<file path="src/rtl/spi_bus_bridge.sv">
// SPI-to-bus command sequencer: decodes chip-select framed byte streams into
// auto-incrementing 8-bit bus reads/writes and returns read data to the slave TX register.
module spi_bus_bridge #(
  parameter int ADDR_W = 15
) (
  input  logic              clk,
  input  logic              rst,
  input  logic              spi_cs,
  input  logic              spi_valid,
  input  logic              spi_first,
  input  logic [7:0]        spi_rx,
  output logic [7:0]        spi_tx,
  output logic              bus_req,
  output logic              bus_we,
  output logic [ADDR_W-1:0] bus_addr,
  output logic [7:0]        bus_wdata,
  input  logic [7:0]        bus_rdata,
  input  logic              bus_ack,
  output logic              err_overrun,
  output logic              busy
);

  typedef enum logic [2:0] {IDLE, ADDR, WDATA, RDATA, BUSW, BUSR} state_t;

  state_t            state, state_a, state_n;
  logic              rw, rw_n;
  logic [ADDR_W-1:0] addr, addr_a, addr_n;
  logic              req_a, req_n, we_n, ovr_n;
  logic [ADDR_W-1:0] baddr_n;
  logic [7:0]        wdata_n, tx_n;
  logic              cs_meta, cs_s, cs_s_d, cs_fall;
  logic [14:0]       cmd_full;

  assign cs_fall  = cs_s_d & ~cs_s;
  // High address bits from the command byte, left-aligned above the low byte.
  assign cmd_full = {spi_rx[6:0], 8'h00};

  always_comb begin
    state_a = state;
    addr_a  = addr;
    req_a   = bus_req;
    tx_n    = spi_tx;
    if (bus_req && bus_ack) begin
      req_a = 1'b0;
      if (!bus_we) tx_n = bus_rdata;
      if (state == BUSW) begin
        state_a = WDATA;
        addr_a  = addr + ADDR_W'(1);
      end else if (state == BUSR) begin
        state_a = RDATA;
        addr_a  = addr + ADDR_W'(1);
      end
    end

    // The byte is evaluated against the post-ack view of the machine.
    state_n = state_a;
    addr_n  = addr_a;
    req_n   = req_a;
    rw_n    = rw;
    we_n    = bus_we;
    baddr_n = bus_addr;
    wdata_n = bus_wdata;
    ovr_n   = err_overrun;
    if (spi_valid) begin
      if (spi_first) begin
        state_n = ADDR;
        rw_n    = spi_rx[7];
        addr_n  = cmd_full[ADDR_W-1:0];
      end else if (req_a) begin
        ovr_n = 1'b1;
      end else begin
        case (state_a)
          ADDR: begin
            addr_n = (addr_a & ~ADDR_W'(8'hFF)) | ADDR_W'(spi_rx);
            if (rw) begin
              req_n   = 1'b1;
              we_n    = 1'b0;
              baddr_n = (addr_a & ~ADDR_W'(8'hFF)) | ADDR_W'(spi_rx);
              state_n = BUSR;
            end else begin
              state_n = WDATA;
            end
          end
          WDATA: begin
            req_n   = 1'b1;
            we_n    = 1'b1;
            baddr_n = addr_a;
            wdata_n = spi_rx;
            state_n = BUSW;
          end
          RDATA: begin
            req_n   = 1'b1;
            we_n    = 1'b0;
            baddr_n = addr_a;
            state_n = BUSR;
          end
          default: ;
        endcase
      end
    end
    if (cs_fall) state_n = IDLE;
  end

  always_ff @(posedge clk or posedge rst) begin
    if (rst) begin
      cs_meta     <= 1'b0;
      cs_s        <= 1'b0;
      cs_s_d      <= 1'b0;
      state       <= IDLE;
      rw          <= 1'b0;
      addr        <= '0;
      spi_tx      <= 8'h00;
      bus_req     <= 1'b0;
      bus_we      <= 1'b0;
      bus_addr    <= '0;
      bus_wdata   <= 8'h00;
      err_overrun <= 1'b0;
      busy        <= 1'b0;
    end else begin
      cs_meta     <= spi_cs;
      cs_s        <= cs_meta;
      cs_s_d      <= cs_s;
      state       <= state_n;
      rw          <= rw_n;
      addr        <= addr_n;
      spi_tx      <= tx_n;
      bus_req     <= req_n;
      bus_we      <= we_n;
      bus_addr    <= baddr_n;
      bus_wdata   <= wdata_n;
      err_overrun <= ovr_n;
      busy        <= (state_n != IDLE) || req_n;
    end
  end

endmodule
</file>
<file path="config.mk">
export PLATFORM = sky130hd
export DESIGN_NAME = spi_bus_bridge
export DESIGN_NICKNAME = d
export VERILOG_FILES = /design/src/rtl/spi_bus_bridge.sv
export SDC_FILE = /design/constraint.sdc
export NUM_CORES = 1
export LEC_CHECK = 0
export CORE_ASPECT_RATIO = 1.75
export CORE_MARGIN = 3
export CORE_UTILIZATION = 52
export CTS_BUF_LIST = sky130_fd_sc_hd__clkbuf_4 sky130_fd_sc_hd__clkbuf_8
export DETAILED_ROUTE_END_ITERATION = 8
export HOLD_SLACK_MARGIN = 0.1
export PLACE_DENSITY = 0.82
export SLEW_MARGIN = 20
export SYNTH_ARGS = -nofsm -noshare
export SYNTH_HDL_FRONTEND = slang
export SYNTH_SLANG_ARGS = --single-unit
</file>
<file path="constraint.sdc">
create_clock -name clk -period 2.3 [get_ports clk]
set_input_delay 0.46 -clock clk [delete_from_list [all_inputs] [get_ports clk]]
set_output_delay 0.46 -clock clk [all_outputs]
set_load 0.1 [all_outputs]
</file>
== Yosys cells after proc, flatten, opt, wreduce, memory -nomap -nowiden ==
Index checks and enable logic that the tools add are counted.
Operators by class
  multiplexer cells: 26
  add/subtract/negate cells: 1
  reduce and logical (&&, ||, !) cells: 12
  bitwise operators: 6
  eq/ne operators: 6
Operators by type and width (number)
  $mux W15: 8
  $pmux W15 S2: 1
  $mux W3: 8
  $add A15 B1 Y15 const B: 1
  $or A15 B8 Y15: 1
  $reduce_and A5 Y1: 2
  $pmux W3 S3: 1
  $eq A3 B2 Y1 const B: 2
  $eq A3 B3 Y1 const B: 2
  $mux W1: 6
  $reduce_bool A3 Y1: 2
  $not A1 Y1: 4
  $reduce_and A2 Y1: 2
  $reduce_and A4 Y1: 1
  $eq A3 B1 Y1 const B: 1
  $pmux W1 S3: 1
  $reduce_and A3 Y1: 1
  $ne A2 B2 Y1 const B: 1
  $pmux W1 S2: 1
  $reduce_bool A2 Y1: 1
  $reduce_or A2 Y1: 1
  $and A1 B1 Y1: 1
  $logic_and A1 B1 Y1: 1
  $logic_or A1 B1 Y1: 1
Storage, ports and cells
  input bits: 22
  flip-flop bits (word level): 57

== Logic depth before layout (Yosys ltp) ==
  depth in word-level cells: 12
  gate-level depth with buffers: 7
  depth with buffers taken out: 5

== Worst setup path before layout ==
No wires, ideal clock.
  path type: reg2reg
  from: register bus_req
  to: register bus_addr[13]
  stages on the path, launching flop included: 5
  period minus slack after synthesis: 2481 ps
  setup slack: -181 ps
  arrival time: 2399 ps
  data required time: 2218 ps
  path through: dfrtp_1 nand4b_2 or4_4 or3_1 a31oi_1
Between the ends
  word-level cells in the longest chain between the ends: 6
RTL lines
  start, declared: RTL line 13  | output logic bus_req,
  start signal, assigned: RTL line 127  | bus_req <= req_n;
  $logic_and A1 B1 Y1: RTL line 43  | if (bus_req && bus_ack) begin
  $mux W3: RTL line 43
  $eq A3 B2 Y1: RTL line 72  | case (state_a)
  $reduce_or A2 Y1 (no line)
  $reduce_bool A2 Y1 (no line)
  $reduce_and A5 Y1 (no line)
  end signal, assigned: RTL line 129  | bus_addr <= baddr_n;
  end, declared: RTL line 15  | output logic [ADDR_W-1:0] bus_addr,
Parallel ways exist; a longest one is shown, timed or not. The select of a mux whose other input is x is not followed.
A chain may end at the register's enable or synchronous reset.

== Final worst setup path ==
  from: input port bus_ack
  to: register addr[1]
Between the ends
  word-level cells in the longest chain between the ends: 7
RTL lines
  start, declared: RTL line 18  | input logic bus_ack,
  $logic_and A1 B1 Y1 *: RTL line 43
  $mux W3: RTL line 43
  $eq A3 B1 Y1: RTL line 72
  $mux W15: RTL line 72
  $mux W15: RTL line 69  | end else if (req_a) begin
  $mux W15: RTL line 65  | if (spi_first) begin
  $mux W15 *: RTL line 64  | if (spi_valid) begin
  net addr_n[1]: RTL line 27  | logic [ADDR_W-1:0] addr, addr_a, addr_n;
  end signal, assigned: RTL line 125  | addr <= addr_n;
  end, declared: RTL line 27
Mark *: on every way through the listed nets, which the timed path passes. The rest lies on a longest branch.

==> metrics list <==
- The flow ran to the end, and the final reports show no timing, DRC or antenna violations.
* Crit path required time: 2.56 ns
- Critical Path End Type: register
- The H-tree was split into 3 levels.
- Number of enable-type register cells in the synthesized netlist: 0
- Ranked by instance count, the synthesized netlist is headed by sky130_fd_sc_hd__dfrtp_1, sky130_fd_sc_hd__mux2_2, sky130_fd_sc_hd__nand2_1.
- Relative to the synthesized area, the layout overhead comes to 34.0%.
- For the pin with the worst max-slew slack, the measured transition is 0.886 ns.
- Measured against its own limit, the worst slew margin works out to 0.405.
* IO Pins: 57
* Arithmetic-cell share of the synthesized area counting full adders, half adders and majority gates: 0.00477
- Maximum number of pins on one net before global-route repair: 41
* Post-Syn Nets: 259
* Final setup viols: 0
* Overall track demand over capacity in global routing: 0.236
* Number of max-cap violations: 0
* Dominant combinational cell family by area after synthesis: simple AND/OR/NAND/NOR gates
- Setup repair after global routing left no endpoint under its margin.
- Count of yosys warnings during synthesis: 0
- The floorplan has 33 rows.
- Post-synthesis sequential area ratio: 0.543
- Gates resized during post-CTS repair numbered 0.
- Total number of nets in the final design: 338
* Synthesized-area fraction occupied by ao, oa, aoi and oai cells: 0.146
- Weighted congestion reported at the end of routability-driven placement: 0.834
* Initial core utilization: 0.548
- Width of the die: 59.7 um
- Most frequent cell after synthesis: sky130_fd_sc_hd__dfrtp_1
- # hold bufs at CTS: 0
- Before CTS, the worst setup slack after placement is -0.161 ns.
- The detailed router finished its first iteration with 97 violations.
- Sum of negative setup slack: 0 ns
* Sink Count: 57
- Buffers inserted by post-CTS timing repair: 0
- Data on the critical path arrives at its endpoint at 2.38 ns.
- Wire length of the first global-routing pass: 10500 um
* FILL cells: 344
- Along the worst path, the maximum fanout reaches 8.
- TritonCTS built the clock tree.
- Detailed placement ended at an HPWL of 4770 um.
- Final critical delay including setup and external delays: 2.12 ns
- Primary FF master, synth: sky130_fd_sc_hd__dfrtp_1
- Share of flip-flops with an asynchronous set or reset: 1.00
- Clock transition at path regs: 0.06 ns
- DRC violations left: 0
- Synth area leaders: sky130_fd_sc_hd__dfrtp_1, sky130_fd_sc_hd__mux2_2, sky130_fd_sc_hd__o21ai_0, sky130_fd_sc_hd__o2bb2ai_1, sky130_fd_sc_hd__nand2_1
- Count of cells along the worst register-to-register path: 5
* Dominant cell type by area after synthesis: sky130_fd_sc_hd__dfrtp_1
- 0 antenna diodes ended up in the layout.
* Post-synth top area share: 0.543
- After synthesis the netlist holds a flip-flop and latch count of 57.
- CTS Buf Count: 9
- Xor and xnor fraction of the mapped netlist area: 0.0200
- The core region is 4790 sq um.
- The worst setup path is launched from an input pin.
- The synthesized netlist occupies a cell area of 2630 sq um.
- Via density per instance: 5.92
- Fraction of final layout cells sized beyond drive strength 1: 0.316
- The clock reaches the later pin of the worst-skew pair after 0.34 ns.
- Final WS setup: 0.181 ns
* Netlist cell types: 49
* Number of antenna violations at the first check in global routing: 0
- Clock tree synthesis selected as its root buffer the cell sky130_fd_sc_hd__clkbuf_8.
- Detailed-routing iteration count for the pre-antenna-repair pass: 5
- Number of antenna-violating nets in the routed design: 0
* Clock skew: 0.0105 ns
- The cell count after synthesis came out at 236.
- CTS max path bufs: 2
* DIE HEIGHT: 100 um
- Count of final max-slew check failures: 0
- Of the available clock period, the critical path in the final layout requires 0.921.
* Basic-gate share of the synthesized area counting and, or, nand and nor cells: 0.180
- Start-to-end type of the worst setup path: in2reg
* WL per Instance: 16.8 um
- Summing over every cut layer, the via total after detailed routing is 2204.
- The final hold violation count is 0.
* Cell count of the worst hold path: 0
- Port-buffer cells: 56
- The path class of the tightest hold or removal check is reg2reg.
- Measured against the total synthesized area, the mux share comes to 0.0853.
- The die covers 5970 sq um.
* Peak clock frequency supported by timing: 472 MHz
* Vias in the first global route: 2314
* Post-Route WL: 6250 um
- After global routing the overflow that remains totals 0.
- Average cell area after synthesis: 11.1 sq um
[logic make-up after synthesis]
logic type | after synthesis
simple gates | 84
flops | 57
compound gates | 56
mux | 20
buf+inv | 12
xor+xnor | 6
fa+ha+maj | 1
[flip-flops by register name, indices dropped and copies added (netlist names)]
name	cells
bus_req	1
cs_s_d	1
state	3
rw	1
addr	15
bus_we	1
busy	1
spi_tx	8
bus_wdata	8
bus_addr	15
cs_meta	1
cs_s	1
err_overrun	1
[worst max-delay path: stages]
cell and delay, ns:
sky130_fd_sc_hd__clkdlybuf4s50_1 0.54, sky130_fd_sc_hd__buf_4 0.15, sky130_fd_sc_hd__or2b_1 0.17, sky130_fd_sc_hd__nand2_1 0.13
sky130_fd_sc_hd__nor3_1 0.75, sky130_fd_sc_hd__o2bb2ai_1 0.19
[per-stage QoR]
step                      std cells  utilization  hold slack [ns]  area (sq um)
after floorplan                 236            -            0.331          2630
after global placement          356        0.689            0.337          3300
after detailed placement        356        0.689            0.342          3300
after CTS                       372        0.734            0.355          3520
after global routing            372        0.734            0.358          3520
final                           372        0.734            0.352          3520
[cell usage in the layout, fill, tap and decap left out, types with 2 or more instances in the layout]
master | netlist | final
sky130_fd_sc_hd__a21o_1 | 2 | 2
sky130_fd_sc_hd__or4_1 | 2 | 2
sky130_fd_sc_hd__o21a_1 | 2 | 2
sky130_fd_sc_hd__nand3_1 | 9 | 9
sky130_fd_sc_hd__clkbuf_8 | 0 | 12
sky130_fd_sc_hd__or3_1 | 4 | 4
sky130_fd_sc_hd__o211ai_1 | 3 | 3
sky130_fd_sc_hd__nand2_1 | 18 | 18
sky130_fd_sc_hd__nand3_2 | 2 | 2
sky130_fd_sc_hd__nor3_1 | 7 | 7
sky130_fd_sc_hd__nor2b_1 | 4 | 4
sky130_fd_sc_hd__a31oi_1 | 10 | 10
sky130_fd_sc_hd__nand4_1 | 3 | 3
sky130_fd_sc_hd__buf_4 | 1 | 53
sky130_fd_sc_hd__buf_12 | 0 | 2
sky130_fd_sc_hd__a21boi_0 | 2 | 2
sky130_fd_sc_hd__dfrtp_1 | 57 | 56
sky130_fd_sc_hd__xor2_1 | 2 | 2
sky130_fd_sc_hd__mux2_2 | 19 | 19
sky130_fd_sc_hd__o21ai_0 | 15 | 15
sky130_fd_sc_hd__a21oi_1 | 5 | 5
sky130_fd_sc_hd__xnor2_1 | 4 | 4
sky130_fd_sc_hd__or4_4 | 2 | 2
sky130_fd_sc_hd__nor4_1 | 4 | 4
sky130_fd_sc_hd__nor2_1 | 16 | 16
sky130_fd_sc_hd__clkdlybuf4s50_1 | 0 | 21
sky130_fd_sc_hd__o2bb2ai_1 | 8 | 8
sky130_fd_sc_hd__inv_1 | 4 | 3
sky130_fd_sc_hd__nand2b_1 | 4 | 4
sky130_fd_sc_hd__clkbuf_4 | 0 | 2
[path summary, 6_finish.rpt]
| path | start | to | slack, ns |
|---|---|---|---|
| worst min-delay path | cs_meta | cs_s | 0.35 |
| worst max register to register | addr[0] | addr[12] | 0.31 |
| max in group asynchronous | rst | addr[9] | 1.31 |
| worst max-delay path | bus_ack | addr[1] | 0.18 |
| min in group asynchronous | rst | spi_tx[6] | 0.44 |
| worst min register to register | cs_meta | cs_s | 0.35 |
[routing by layer]
metal	up-vias	track usage	share of wire
met3	21	0.0373	0.059
met1	1065	0.254	0.36
met5	-	0	0
met2	80	0.400	0.54
met4	0	0.169	0.039
li1	1038	-	-
[final cells by class]
type	count	area [sq um]	share of cell area
inverter	4	15.0	0.00427
timing repair buffer	76	648	0.184
tap	52	65.1	0.0185
multi-input combinational	167	1150	0.326
clock inverter	2	35.0	0.00996
sequential	57	1430	0.406
clock buffer	14	180	0.0512
Power is left out: the tool's default activity adds up to more than one toggle a clock period on the data nets, which glitch-free logic cannot reach.
